`config.mk`:
```
export PLATFORM = sky130hd
export DESIGN_NAME = stack_alu_sequencer
export DESIGN_NICKNAME = d
export VERILOG_FILES = /design/src/rtl/stack_seq_pkg.sv /design/src/rtl/stack_seq_depth.sv /design/src/rtl/stack_alu_sequencer.sv
export SDC_FILE = /design/constraint.sdc
export NUM_CORES = 1
export LEC_CHECK = 0
export ABC_AREA = 1
export CORE_ASPECT_RATIO = 1.75
export CORE_UTILIZATION = 44
export CTS_CLUSTER_SIZE = 25
export DETAILED_ROUTE_END_ITERATION = 8
export MAX_ROUTING_LAYER = met4
export PLACE_DENSITY = 0.84
export SLEW_MARGIN = 40
export SYNTH_ARGS = -nofsm -noshare
export SYNTH_HDL_FRONTEND = slang
export SYNTH_SLANG_ARGS = --single-unit
```
`constraint.sdc`:
```
create_clock -name i_clk -period 2.99 [get_ports i_clk]
set_input_delay 0.598 -clock i_clk [delete_from_list [all_inputs] [get_ports i_clk]]
set_output_delay 0.598 -clock i_clk [all_outputs]
set_load 0.02 [all_outputs]
```
`src/rtl/stack_seq_pkg.sv`:
```
// ---------------------------------------------------------------------------
// stack_seq_pkg
// Shared definitions for the stack ALU sequencer:
//   - token-kind encodings carried on the token interface
//   - opcode constants driven to the STACK_BASED_ALU
//   - sequencer state enumeration
// Optional build macro: STACK_SEQ_FLUSH_EN adds the FLUSH state.
// ---------------------------------------------------------------------------
package stack_seq_pkg;

  // Token kinds
  localparam logic [1:0] TOK_PUSH = 2'b00;
  localparam logic [1:0] TOK_ADD  = 2'b01;
  localparam logic [1:0] TOK_MUL  = 2'b10;
  localparam logic [1:0] TOK_END  = 2'b11;

  // ALU opcodes
  localparam logic [2:0] NOP  = 3'b000;
  localparam logic [2:0] ADD  = 3'b100;
  localparam logic [2:0] MUL  = 3'b101;
  localparam logic [2:0] PUSH = 3'b110;
  localparam logic [2:0] POP  = 3'b111;

  typedef enum logic [2:0] {
    ST_ACCEPT,
    ST_ARITH_WAIT,
    ST_POP_WAIT,
    ST_DRAIN,
`ifdef STACK_SEQ_FLUSH_EN
    ST_RESULT,
    ST_FLUSH
`else
    ST_RESULT
`endif
  } state_e;

endpackage

```
`src/rtl/stack_seq_depth.sv`:
```
// ---------------------------------------------------------------------------
// stack_seq_depth
// Up/down counter mirroring the number of entries held in the ALU stack.
// Ports:
//   i_clk, i_rst_n      clock, asynchronous active-low reset
//   i_inc / i_dec       count one push / one pop (inc wins if both)
//   i_clr               force the count to zero (highest priority)
//   o_depth             current entry count, 0..DEPTH
//   o_full/o_empty      depth == DEPTH / depth == 0
//   o_ge2               at least two entries (binary op allowed)
// ---------------------------------------------------------------------------
module stack_seq_depth #(
  parameter int DEPTH = 8,
  parameter int DW    = $clog2(DEPTH + 1)
) (
  input  logic          i_clk,
  input  logic          i_rst_n,
  input  logic          i_inc,
  input  logic          i_dec,
  input  logic          i_clr,
  output logic [DW-1:0] o_depth,
  output logic          o_full,
  output logic          o_empty,
  output logic          o_ge2
);

  logic [DW-1:0] r_depth;

  // Saturating guards keep the count inside 0..DEPTH even if a caller
  // requests an impossible step.
  always_ff @(posedge i_clk or negedge i_rst_n) begin
    if (!i_rst_n) begin
      r_depth <= '0;
    end else if (i_clr) begin
      r_depth <= '0;
    end else if (i_inc && !o_full) begin
      r_depth <= r_depth + DW'(1);
    end else if (i_dec && !o_empty) begin
      r_depth <= r_depth - DW'(1);
    end
  end

  assign o_depth = r_depth;
  assign o_full  = (r_depth == DW'(DEPTH));
  assign o_empty = (r_depth == '0);
  assign o_ge2   = (r_depth >= DW'(2));

endmodule

```
`src/rtl/stack_alu_sequencer.sv`:
```
// ---------------------------------------------------------------------------
// stack_alu_sequencer
// Feeds an RPN token stream (push/add/mul/end) into one STACK_BASED_ALU,
// tracks the ALU stack depth to detect underflow / full-stack errors,
// accumulates a sticky overflow flag and returns the popped result.
// Ports:
//   i_clk, i_rst_n                 clock shared with the ALU, async active-low reset
//   i_tok_valid/o_tok_ready        token handshake
//   i_tok_kind, i_tok_data         token kind and push operand
//   o_alu_opcode, o_alu_input_data ALU command (combinational from the token)
//   i_alu_output_data, i_alu_overflow  ALU responses
//   o_res_valid/i_res_ready        result handshake
//   o_res_data, o_res_overflow, o_res_error  result payload
//   o_busy                         high in every state except ACCEPT
// Optional build macro: STACK_SEQ_FLUSH_EN -- after reset, pop the ALU
// DEPTH times to discard stale entries before accepting tokens.
// ---------------------------------------------------------------------------
module stack_alu_sequencer
  import stack_seq_pkg::*;
#(
  parameter int N     = 16,
  parameter int DEPTH = 8
) (
  input  logic         i_clk,
  input  logic         i_rst_n,
  input  logic         i_tok_valid,
  output logic         o_tok_ready,
  input  logic [1:0]   i_tok_kind,
  input  logic [N-1:0] i_tok_data,
  output logic [2:0]   o_alu_opcode,
  output logic [N-1:0] o_alu_input_data,
  input  logic [N-1:0] i_alu_output_data,
  input  logic         i_alu_overflow,
  output logic         o_res_valid,
  input  logic         i_res_ready,
  output logic [N-1:0] o_res_data,
  output logic         o_res_overflow,
  output logic         o_res_error,
  output logic         o_busy
);

  localparam int DW = $clog2(DEPTH + 1);

`ifdef STACK_SEQ_FLUSH_EN
  localparam state_e RESET_STATE = ST_FLUSH;
`else
  localparam state_e RESET_STATE = ST_ACCEPT;
`endif

  state_e        r_state;
  state_e        w_state_next;
  logic          r_err;
  logic          r_ovf;
  logic [N-1:0]  r_res_data;

  logic [DW-1:0] w_depth;
  logic          w_full;
  logic          w_empty;
  logic          w_ge2;
  logic          w_inc;
  logic          w_dec;
  logic          w_clr;
  logic          w_err_set;
  logic          w_ovf_set;
  logic          w_res_load;
  logic          w_res_zero;
  logic          w_flags_clr;

`ifdef STACK_SEQ_FLUSH_EN
  logic [DW-1:0] r_flush_cnt;
`endif

  stack_seq_depth #(
    .DEPTH (DEPTH),
    .DW    (DW)
  ) u_depth (
    .i_clk   (i_clk),
    .i_rst_n (i_rst_n),
    .i_inc   (w_inc),
    .i_dec   (w_dec),
    .i_clr   (w_clr),
    .o_depth (w_depth),
    .o_full  (w_full),
    .o_empty (w_empty),
    .o_ge2   (w_ge2)
  );

  // Next-state and command decode. The ALU acts on the same edge as the
  // token handshake, so the opcode is decoded directly from the token.
  always_comb begin
    w_state_next = r_state;
    o_tok_ready  = 1'b0;
    o_alu_opcode = NOP;
    o_res_valid  = 1'b0;
    w_inc        = 1'b0;
    w_dec        = 1'b0;
    w_clr        = 1'b0;
    w_err_set    = 1'b0;
    w_ovf_set    = 1'b0;
    w_res_load   = 1'b0;
    w_res_zero   = 1'b0;
    w_flags_clr  = 1'b0;

    case (r_state)
      ST_ACCEPT: begin
        o_tok_ready = 1'b1;
        if (i_tok_valid) begin
          case (i_tok_kind)
            TOK_PUSH: begin
              // A full stack flags an error even after an earlier error.
              if (w_full) begin
                w_err_set = 1'b1;
              end else if (!r_err) begin
                o_alu_opcode = PUSH;
                w_inc        = 1'b1;
              end
            end
            TOK_ADD, TOK_MUL: begin
              if (!w_ge2) begin
                w_err_set = 1'b1;
              end else if (!r_err) begin
                o_alu_opcode = (i_tok_kind == TOK_ADD) ? ADD : MUL;
                w_dec        = 1'b1;
                w_state_next = ST_ARITH_WAIT;
              end
            end
            default: begin
              if (!r_err && (w_depth == DW'(1))) begin
                o_alu_opcode = POP;
                w_clr        = 1'b1;
                w_state_next = ST_POP_WAIT;
              end else begin
                w_err_set    = 1'b1;
                w_state_next = ST_DRAIN;
              end
            end
          endcase
        end
      end

      // The ALU overflow flag for the op issued last edge is valid now.
      ST_ARITH_WAIT: begin
        w_ovf_set    = i_alu_overflow;
        w_state_next = ST_ACCEPT;
      end

      ST_POP_WAIT: begin
        w_res_load   = 1'b1;
        w_state_next = ST_RESULT;
      end

      // Empty whatever the failed expression left behind, one pop per cycle.
      ST_DRAIN: begin
        if (!w_empty) begin
          o_alu_opcode = POP;
          w_dec        = 1'b1;
        end else begin
          w_res_zero   = 1'b1;
          w_state_next = ST_RESULT;
        end
      end

      ST_RESULT: begin
        o_res_valid = 1'b1;
        if (i_res_ready) begin
          w_flags_clr  = 1'b1;
          w_state_next = ST_ACCEPT;
        end
      end

`ifdef STACK_SEQ_FLUSH_EN
      ST_FLUSH: begin
        o_alu_opcode = POP;
        if (r_flush_cnt == DW'(DEPTH - 1)) begin
          w_state_next = ST_ACCEPT;
        end
      end
`endif

      default: begin
        w_state_next = ST_ACCEPT;
      end
    endcase
  end

  always_ff @(posedge i_clk or negedge i_rst_n) begin
    if (!i_rst_n) begin
      r_state    <= RESET_STATE;
      r_err      <= 1'b0;
      r_ovf      <= 1'b0;
      r_res_data <= '0;
    end else begin
      r_state <= w_state_next;
      if (w_flags_clr) begin
        r_err <= 1'b0;
        r_ovf <= 1'b0;
      end else begin
        if (w_err_set) begin
          r_err <= 1'b1;
        end
        if (w_ovf_set) begin
          r_ovf <= 1'b1;
        end
      end
      if (w_res_load) begin
        r_res_data <= i_alu_output_data;
      end else if (w_res_zero) begin
        r_res_data <= '0;
      end
    end
  end

`ifdef STACK_SEQ_FLUSH_EN
  // Counts the flush pops issued so far.
  always_ff @(posedge i_clk or negedge i_rst_n) begin
    if (!i_rst_n) begin
      r_flush_cnt <= '0;
    end else if (r_state == ST_FLUSH) begin
      r_flush_cnt <= r_flush_cnt + DW'(1);
    end
  end
`endif

  assign o_alu_input_data = i_tok_data;
  assign o_res_data       = r_res_data;
  assign o_res_overflow   = r_ovf;
  assign o_res_error      = r_err;
  assign o_busy           = (r_state != ST_ACCEPT);

endmodule

```
==> results summary, run 1 <==
In this run the most critical hold path is launched from o_res_data[2]. The yosys synthesis warning count came out at 0. Measured on the finished design, the core utilization comes to 0.604. The hold buffer count at CTS came out at 0.

Gates resized during post-CTS repair numbered 3. The count of input and output buffers came out at 46. The data required time of the worst path is 2.39 ns. The achievable frequency came out at ~0.36 GHz. The die boundary height came out at 81.8 microns. The flip-flop and latch count after synthesis came out at 25.

79 I/O pins were placed. After synthesis, the share of flip-flops with an asynchronous set or reset is 1.00. In the post-synthesis netlist, the biggest area contributors are sky130_fd_sc_hd__dfrtp_1 (39%), sky130_fd_sc_hd__a32o_1 (10%), sky130_fd_sc_hd__nand2_1 (8.2%).

The average cell area after synthesis is a little under 9 sq um. The largest area contributor in the synthesized netlist is sky130_fd_sc_hd__dfrtp_1. The worst setup slack for register-to-register paths is around 1.1 ns. The die covers about 3900 sq um.

The max-capacitance violation count came out at 0. For this run the aggregate overflow at the end of global routing stands at 0. At the pin with the least slew margin, the transition time is between 0.3 and 0.4 ns.

In this run the critical register-to-register path is captured at u_depth.o_depth[3]. The maximum number of pins on one net before global-route repair came out at 26. The total number of placement rows came out at 28. The via count came out at 1334. The min-delay analysis places its worst path in the category reg2reg.

The latest clock arrival within the worst-skew pair is 0.26 ns. CTS built an H-tree with a depth of 1. The leakage power figure is 0.979 nW. STA classifies the critical path startpoint as an input port. The minimum period implied by the final worst setup slack is about 2.8 ns. The share of the synthesized area in the top cell type came out at 0.390. Of the available clock period, the critical path in the final layout requires 0.937. The hold violation total from the final report was 0.

The number of flops mapped to enable cells by yosys came out at 0. The remaining number of nets flagged by the antenna check after routing came out at 0. The slowest stage of the critical path belongs to the cell sky130_fd_sc_hd__clkdlybuf4s50_1. The worst IR drop on VDD came out at about 0.46 mV.

The detailed-route DRC error count came out at 0. Routability-driven placement finished with a final weighted congestion of between 0.8 and 0.9. In the final routed layout, each cell accounts on average for ~13 microns. The maximum root-to-sink buffer count is 2. For this run, the register share of the synthesized area comes to 0.390. In the final layout, the share of cells above drive strength 1 is 0.151.

The capturing element type of the critical path is a primary output. The number of antenna violations at the first check in global routing is 0. The depth of the worst register-to-register path came out at 10. The cell area after technology mapping is around 1600 sq um. The number of nets in the synthesized netlist is about 230. At the worst endpoint, the arrival time is roughly 2.2 ns. Leaving out fill and tap cells, the most frequent cell in the layout is sky130_fd_sc_hd__clkdlybuf4s50_1. Setup repair after global routing left no endpoint under its margin. The core region area is 3430 sq um. Hold is met by 0.492 ns. In this run the worst setup path begins at i_tok_kind[0]. The clock root buffer is sky130_fd_sc_hd__clkbuf_8. The count of routing violations after the opening detailed-route iteration came out at 20. The relative slew slack came out at 0.773. After clock tree synthesis, the setup repair step added 0 buffers.

In the synthesized netlist the dominant register cell turns out to be sky130_fd_sc_hd__dfrtp_1. The wire length of the first global-routing pass is around 5.5 mm. The biggest fanout along the worst timing path came out at 3. The flow ran to the end, and the final reports show no timing, DRC or antenna violations. The critical path class is in2out. The cell count after synthesis came out at ~180. The final count of pins violating max slew came to 0. The most critical setup path has its endpoint at o_alu_opcode[2]. For this design the ratio of total power to cell area is ~1000 nW/um^2. The total setup violations reported at the end of the flow is 0. Leaving out fill and tap cells, the most frequent cells in the layout are sky130_fd_sc_hd__clkdlybuf4s50_1 (43), sky130_fd_sc_hd__nand2_1 (35), sky130_fd_sc_hd__dfrtp_1 (25). The clock edge transition at the registers on the reported setup and hold paths is about 0.080 ns. The worst stage delay on the critical path is 0.48 ns. The iteration count of the initial detailed-routing pass came out at 6. The wire-length estimate of the detail-placed layout is around 2.7 mm. The total wirelength of the detailed-routed design came out at 3.40 mm.

The count of antenna diodes in the layout came out at 0. The number of global-route vias before repair was about 1300. Buffers inserted during clock tree synthesis total 3.

Walking the worst path, the cells encountered are clkdlybuf4s50_1, buf_4, ha_1, inv_1, a21oi_1, nor2_1, nand2_1, o211ai_1, dlygate4sd2_1. Compared with the post-synthesis result, the final layout area differs by 29.4%. For this configuration, the core starts out at a cell density of 0.467. The distinct cell type count after synthesis is 28. The via-per-instance ratio came out at about 5.1. The die is 47.6 microns wide. The net count of the finished layout is roughly 270. The largest clock skew in the final design came out at 0.00530 ns. TritonCTS built the clock tree. The all-layer global routing usage came out at 0.196. The total clock sinks came out at 25.

The worst register-to-register path begins at u_depth.o_depth[0].
## through the flow
step | setup TNS (ns) | setup slack (ns) | area [sq um] | cells | power, mW
CTS | 0 | 0.175 | 2070 | 263 | 2.05
global route | 0 | 0.0266 | 2070 | 263 | 2.20
floorplan | 0 | 0.644 | 1600 | 179 | 1.45
finish | 0 | 0.190 | 2070 | 263 | 2.03
detailed placement | -0.140 | -0.0812 | 2030 | 259 | 1.86
global placement | -0.138 | -0.0739 | 2030 | 259 | 1.82
## synth_stat cells (2+ instances only)
library cell / number
sky130_fd_sc_hd__a21oi_1: 4
sky130_fd_sc_hd__inv_1: 18
sky130_fd_sc_hd__inv_2: 3
sky130_fd_sc_hd__o21ai_0: 4
sky130_fd_sc_hd__dfrtp_1: 25
sky130_fd_sc_hd__nand2_4: 2
sky130_fd_sc_hd__ha_1: 7
sky130_fd_sc_hd__nand3_1: 11
sky130_fd_sc_hd__nand4_1: 2
sky130_fd_sc_hd__nor2_1: 9
sky130_fd_sc_hd__nand2_1: 35
sky130_fd_sc_hd__buf_6: 3
sky130_fd_sc_hd__nor2_2: 2
sky130_fd_sc_hd__buf_4: 16
sky130_fd_sc_hd__nor2_4: 4
sky130_fd_sc_hd__xnor2_1: 2
sky130_fd_sc_hd__nand2_2: 4
sky130_fd_sc_hd__nand3_2: 3
sky130_fd_sc_hd__a32o_1: 16
## report_power, final
group | switching (mW) | leakage (nW) | total, mW | internal, mW
logic | 0.644 | 0.647 | 1.19 | 0.547
registers | 0.155 | 0.310 | 0.647 | 0.492
clock network | 0.0990 | 0.0217 | 0.193 | 0.0941
total | 0.898 | 0.979 | 2.03 | 1.13
## logic make-up after synthesis
group           count (synthesis)  synth area share
buf+inv                        41             0.148
simple gates                   76             0.254
flops                          25             0.390
fa+ha+maj                       7            0.0546
compound gates                 28             0.142
xor+xnor                        2            0.0109
## area by class of cell
cell class	count	area (sq um)
inverters	21	78.8
flip-flops and latches	25	626
fillers	307	1360
repair buffers	55	526
clock buffers	3	41.3
clock inverters	1	7.51
well taps	45	56.3
multi-input cells	113	739
## flip-flops by register name, summed over array words and instances, names as in the netlist
signal           flops
r_state              3
o_res_data          16
u_depth.o_depth      4
o_res_overflow       1
o_res_error          1
## metal layers
layer  vias to the layer above  global-route usage  part of all wire  wire, microns
met3                         4              0.0176             0.053            179
met5                         -                   -                 0              0
met4                         0              0.0944             0.016             56
met2                        39               0.344              0.56           1900
met1                       628               0.210              0.37           1270
li1                        663                   -                 -              -
## worst min path at each step
| stage | depth (start not counted) | slack, ns | to |
|---|---|---|---|
| 6_report | 1 | 0.49 | o_res_data[2] |
| 5_1_grt | 1 | 0.51 | o_res_data[2] |
| 4_1_cts | 1 | 0.50 | o_res_data[2] |
| 3_5_place_dp | 1 | 0.48 | o_res_data[2] |
| 3_3_place_gp | 1 | 0.47 | o_res_data[5] |
| 2_1_floorplan | 0 | 0.30 | o_res_data[0] |
## worst max-delay path, delay by kind of cell
family | cells | cell delay [ns]
AOI/OAI and AO/OA | 2 | 0.27
adders and majority gates | 1 | 0.21
buffers and inverters | 4 | 0.99
and+or+nand+nor | 2 | 0.13
Power figures use the tool's default switching activity.
==> run 2, diff against run 1 <==
--- a/config.mk
+++ b/config.mk
@@ -7,12 +7,13 @@
 export LEC_CHECK = 0
 export ABC_AREA = 1
 export CORE_ASPECT_RATIO = 1.75
-export CORE_UTILIZATION = 44
+export CORE_UTILIZATION = 43
 export CTS_CLUSTER_SIZE = 25
 export DETAILED_ROUTE_END_ITERATION = 8
 export MAX_ROUTING_LAYER = met4
 export PLACE_DENSITY = 0.84
-export SLEW_MARGIN = 40
+export SLEW_MARGIN = 20
 export SYNTH_ARGS = -nofsm -noshare
 export SYNTH_HDL_FRONTEND = slang
+export SYNTH_HIERARCHICAL = 1
 export SYNTH_SLANG_ARGS = --single-unit
==> results summary, run 2 <==
At the placement stage, the worst setup path has a slack of -0.0502 ns. The final net count is 259. The fraction of registers with async set or reset after synthesis is 1.00.

The synthesized design spends more area on one cell type than any other, namely sky130_fd_sc_hd__dfrtp_1. In this run the register-to-register setup slack is approximately 0.78 ns. The synthesized design contains 25 register bits. The highest-delay cell along the critical path is sky130_fd_sc_hd__clkdlybuf4s50_1. The total wirelength of the detailed-routed design came out at 3.47 mm. The detailed-placement wirelength estimate is about 2.8 mm.

The largest clock skew in the final design came out at about 0.0056 ns. The critical path data arrival time came out at roughly 2.1 ns. Setup repair after global routing left no endpoint under its margin. The die boundary height is 81.2 microns. The type of the most critical hold path is reg2reg. The clock edge transition at the registers on the reported setup and hold paths came out at around 0.090 ns. The floorplan step defined a die boundary enclosing ~3800 sq um. The area added between synthesis and finish came out at 30.3%. The total congestion overflow after global routing came out at 0. The wire length per cell came out at 13.5 microns. The number of primary I/O pins came out at 79. The die width came out at between 40 and 50 microns.

The starting density of the core came out at 0.453. The layout has ~300 filler cells. Summing all placed instances gives a cell area of 1960 sq um. After synthesis, the cell types taking the most area are sky130_fd_sc_hd__dfrtp_1 (41%), sky130_fd_sc_hd__a32o_1 (10%), sky130_fd_sc_hd__buf_4 (7.8%). The synthesized design contains 0 enable-type register cells.

The total clock sinks is 25. Of the cells placed in the final design, the portion with a size suffix greater than 1 is 0.113. The final worst-path setup slack came out at approximately 0.26 ns.

The top cell types in the final layout, fill and taps aside, are sky130_fd_sc_hd__clkdlybuf4s50_1 (43), sky130_fd_sc_hd__nand2_1 (32), sky130_fd_sc_hd__inv_1 (26). The number of nets in the synthesized netlist came out at ~220. sky130_fd_sc_hd__nand2_1 is the most common cell in the netlist. The startpoint of the most critical hold path is o_res_data[0].

The clock buffer count from CTS is 3. The core region area is about 3400 sq um. The critical path contains buffers and inverters numbering 3 combined. STA classifies the critical path startpoint as an input port. The final count of pins violating max slew came out at 0. The hold violation total from the final report is 0. The latest clock arrival within the worst-skew pair came out at approximately 0.26 ns.

The cell area after layout came out at approximately 2000 sq um. The all-layer global routing usage came out at 0.202. For the pin with the worst max-slew slack, the measured transition is approximately 0.46 ns. The max-capacitance violation count is 0. Grouping stages by cell kind, the critical path spends the most delay in buffers and inverters. The count of input and output buffers is 46. Among the stages of the critical path, the cell type that occurs most often is sky130_fd_sc_hd__nand3_1. Hold is met by 0.497 ns. The critical path is of the in2out type.

The capturing element type of the critical path is a primary output. The biggest fanout along the worst timing path came out at 3. The final worst-path cycle share came out at 0.912.

The final sum of negative setup slack came out at 0 ns. The total number of placement rows came out at 28. The count of antenna diodes in the layout came out at 0. The endpoint of the worst hold path is o_res_data[0]. The analysis attributes to cell leakage a power of ~0.99 nW. The minimum period implied by the final worst setup slack came out at around 2.7 ns.

The critical path goes through clkdlybuf4s50_1, inv_1, ha_1, nand2_1, nand3_1, nand3_1, o21ai_0, dlygate4sd2_1. The via-per-instance ratio is roughly 5.1. For this block, the initial DRC count from the detailed router was 13. Headroom to the max-slew limit came out at 0.690. TritonCTS built the clock tree. The run finished with clean final reports. The first global-routing pass estimated 5.53 mm of wire. Counting along the longest clock path gives a buffer depth of 2.

The first detailed-routing pass took 4 iterations. The congestion estimate from routability-driven global placement came to ~0.85. The worst stage delay on the critical path is around 0.48 ns. At the worst endpoint, the required time is roughly 2.4 ns. The depth of the worst register-to-register path is 15. The yosys synthesis warning count came out at 6. The worst IR drop on VDD came out at roughly 0.43 mV. Among all flip-flop cells after synthesis, the most frequent one is sky130_fd_sc_hd__dfrtp_1. The number of global-route vias before repair came to 1342.

In this run the critical register-to-register path is launched from u_depth/o_depth[3]. The routed layout has approximately 1300 vias. Setup violations remaining at the end of the flow were counted as 0.

The share of the synthesized area in the top cell type is 0.406. The flip-flop count of the largest register, all copies and words added came out at 16. The number of H-tree levels came out at 1. A synthesized cell averages ~9 sq um.

The cell count after synthesis came out at between 150 and 200. The detailed-route DRC error count came out at 0. In this run the critical register-to-register path is captured at u_depth/o_depth[3]. The cell area after technology mapping came out at 1540 sq um. The sequential fraction of the synthesis area is 0.406. The most frequent standard cell in the layout excluding fill and tap cells is sky130_fd_sc_hd__clkdlybuf4s50_1. By count the netlist is led by sky130_fd_sc_hd__nand2_1 (32), sky130_fd_sc_hd__inv_1 (26), sky130_fd_sc_hd__dfrtp_1 (25). The total power per unit cell area came out at ~960 nW/um^2. The number of antenna violations at the first check in global routing came out at 0. The clock root buffer is sky130_fd_sc_hd__clkbuf_8. Timing would allow up to 0.367 GHz. The distinct cell type count after synthesis came out at 26. The count of cells along the worst hold path is 1.

Once detail routing completed, the nets flagged for antenna violations numbered 0. The maximum number of pins on one net before global-route repair is 26.
-- run 2: cell types whose count changed in the layout (fill, tap and decap cells not counted), moves of 3 or more --
| cell | delta |
|---|---|
| sky130_fd_sc_hd__a21oi_1 | -3 |
| sky130_fd_sc_hd__nand2_1 | -3 |
| sky130_fd_sc_hd__nor2_1 | +5 |
| sky130_fd_sc_hd__o21ai_0 | +6 |
| sky130_fd_sc_hd__inv_1 | +8 |
| sky130_fd_sc_hd__nand3_2 | -3 |
| sky130_fd_sc_hd__nand3_1 | -4 |
-- run 2: per-stage QoR --
step                cells  power, mW  utilization
finish                258       1.92        0.591
global route          258       2.07        0.591
CTS                   258       1.94        0.590
detailed placement    254       1.75        0.576
global placement      254       1.71        0.576
floorplan             176       1.33            -
-- run 2: how the worst max path moves through the flow --
stage / from / to / cells after the start
2_1_floorplan: i_tok_kind[1] / o_alu_opcode[2] / 6
3_3_place_gp: i_tok_kind[1] / o_alu_opcode[2] / 8
3_5_place_dp: i_tok_kind[1] / o_alu_opcode[2] / 8
4_1_cts: i_tok_kind[0] / o_alu_opcode[1] / 7
5_1_grt: i_tok_kind[1] / o_alu_opcode[2] / 8
6_report: i_tok_kind[1] / o_alu_opcode[2] / 8
-- run 2: final cells by class --
class	count	area, sq um	area share
clock buffers	3	41.3	0.0206
clock inverters	1	7.51	0.00374
inverters	28	106	0.0530
multi-input cells	103	657	0.327
flip-flops and latches	25	626	0.312
well taps	45	56.3	0.0281
repair buffers	53	513	0.256
-- run 2: where the power goes --
part / switching [mW] / internal, mW
Combinational: 0.617 / 0.510
Sequential: 0.108 / 0.487
Clock: 0.104 / 0.0942
-- run 2: logic make-up (layout without fill, tap and decap cells) --
kind of cell / Yosys count / after routing / share of synthesized area
buffers and inverters: 48 / 85 / 0.167
adders and majority gates: 6 / 6 / 0.0536
AOI/OAI and AO/OA: 32 / 32 / 0.166
xor gates and xnor gates: 1 / 1 / 0.00569
DFF: 25 / 25 / 0.406
and+or+nand+nor: 64 / 64 / 0.201
-- run 2: routing by layer --
layer	vias up	part of all wire	global-route usage
met4	0	0.031	0.0943
met2	37	0.59	0.362
met1	648	0.35	0.200
met5	-	0	-
li1	631	-	-
met3	12	0.031	0.0289
-- run 2: what timing repair did --
| item | CTS | global route |
|---|---|---|
| hold buffers | 0 | 0 |
| gates resized for setup | 2 | 1 |
| setup buffers | 0 | 0 |
| setup endpoints to repair | 2 | 1 |
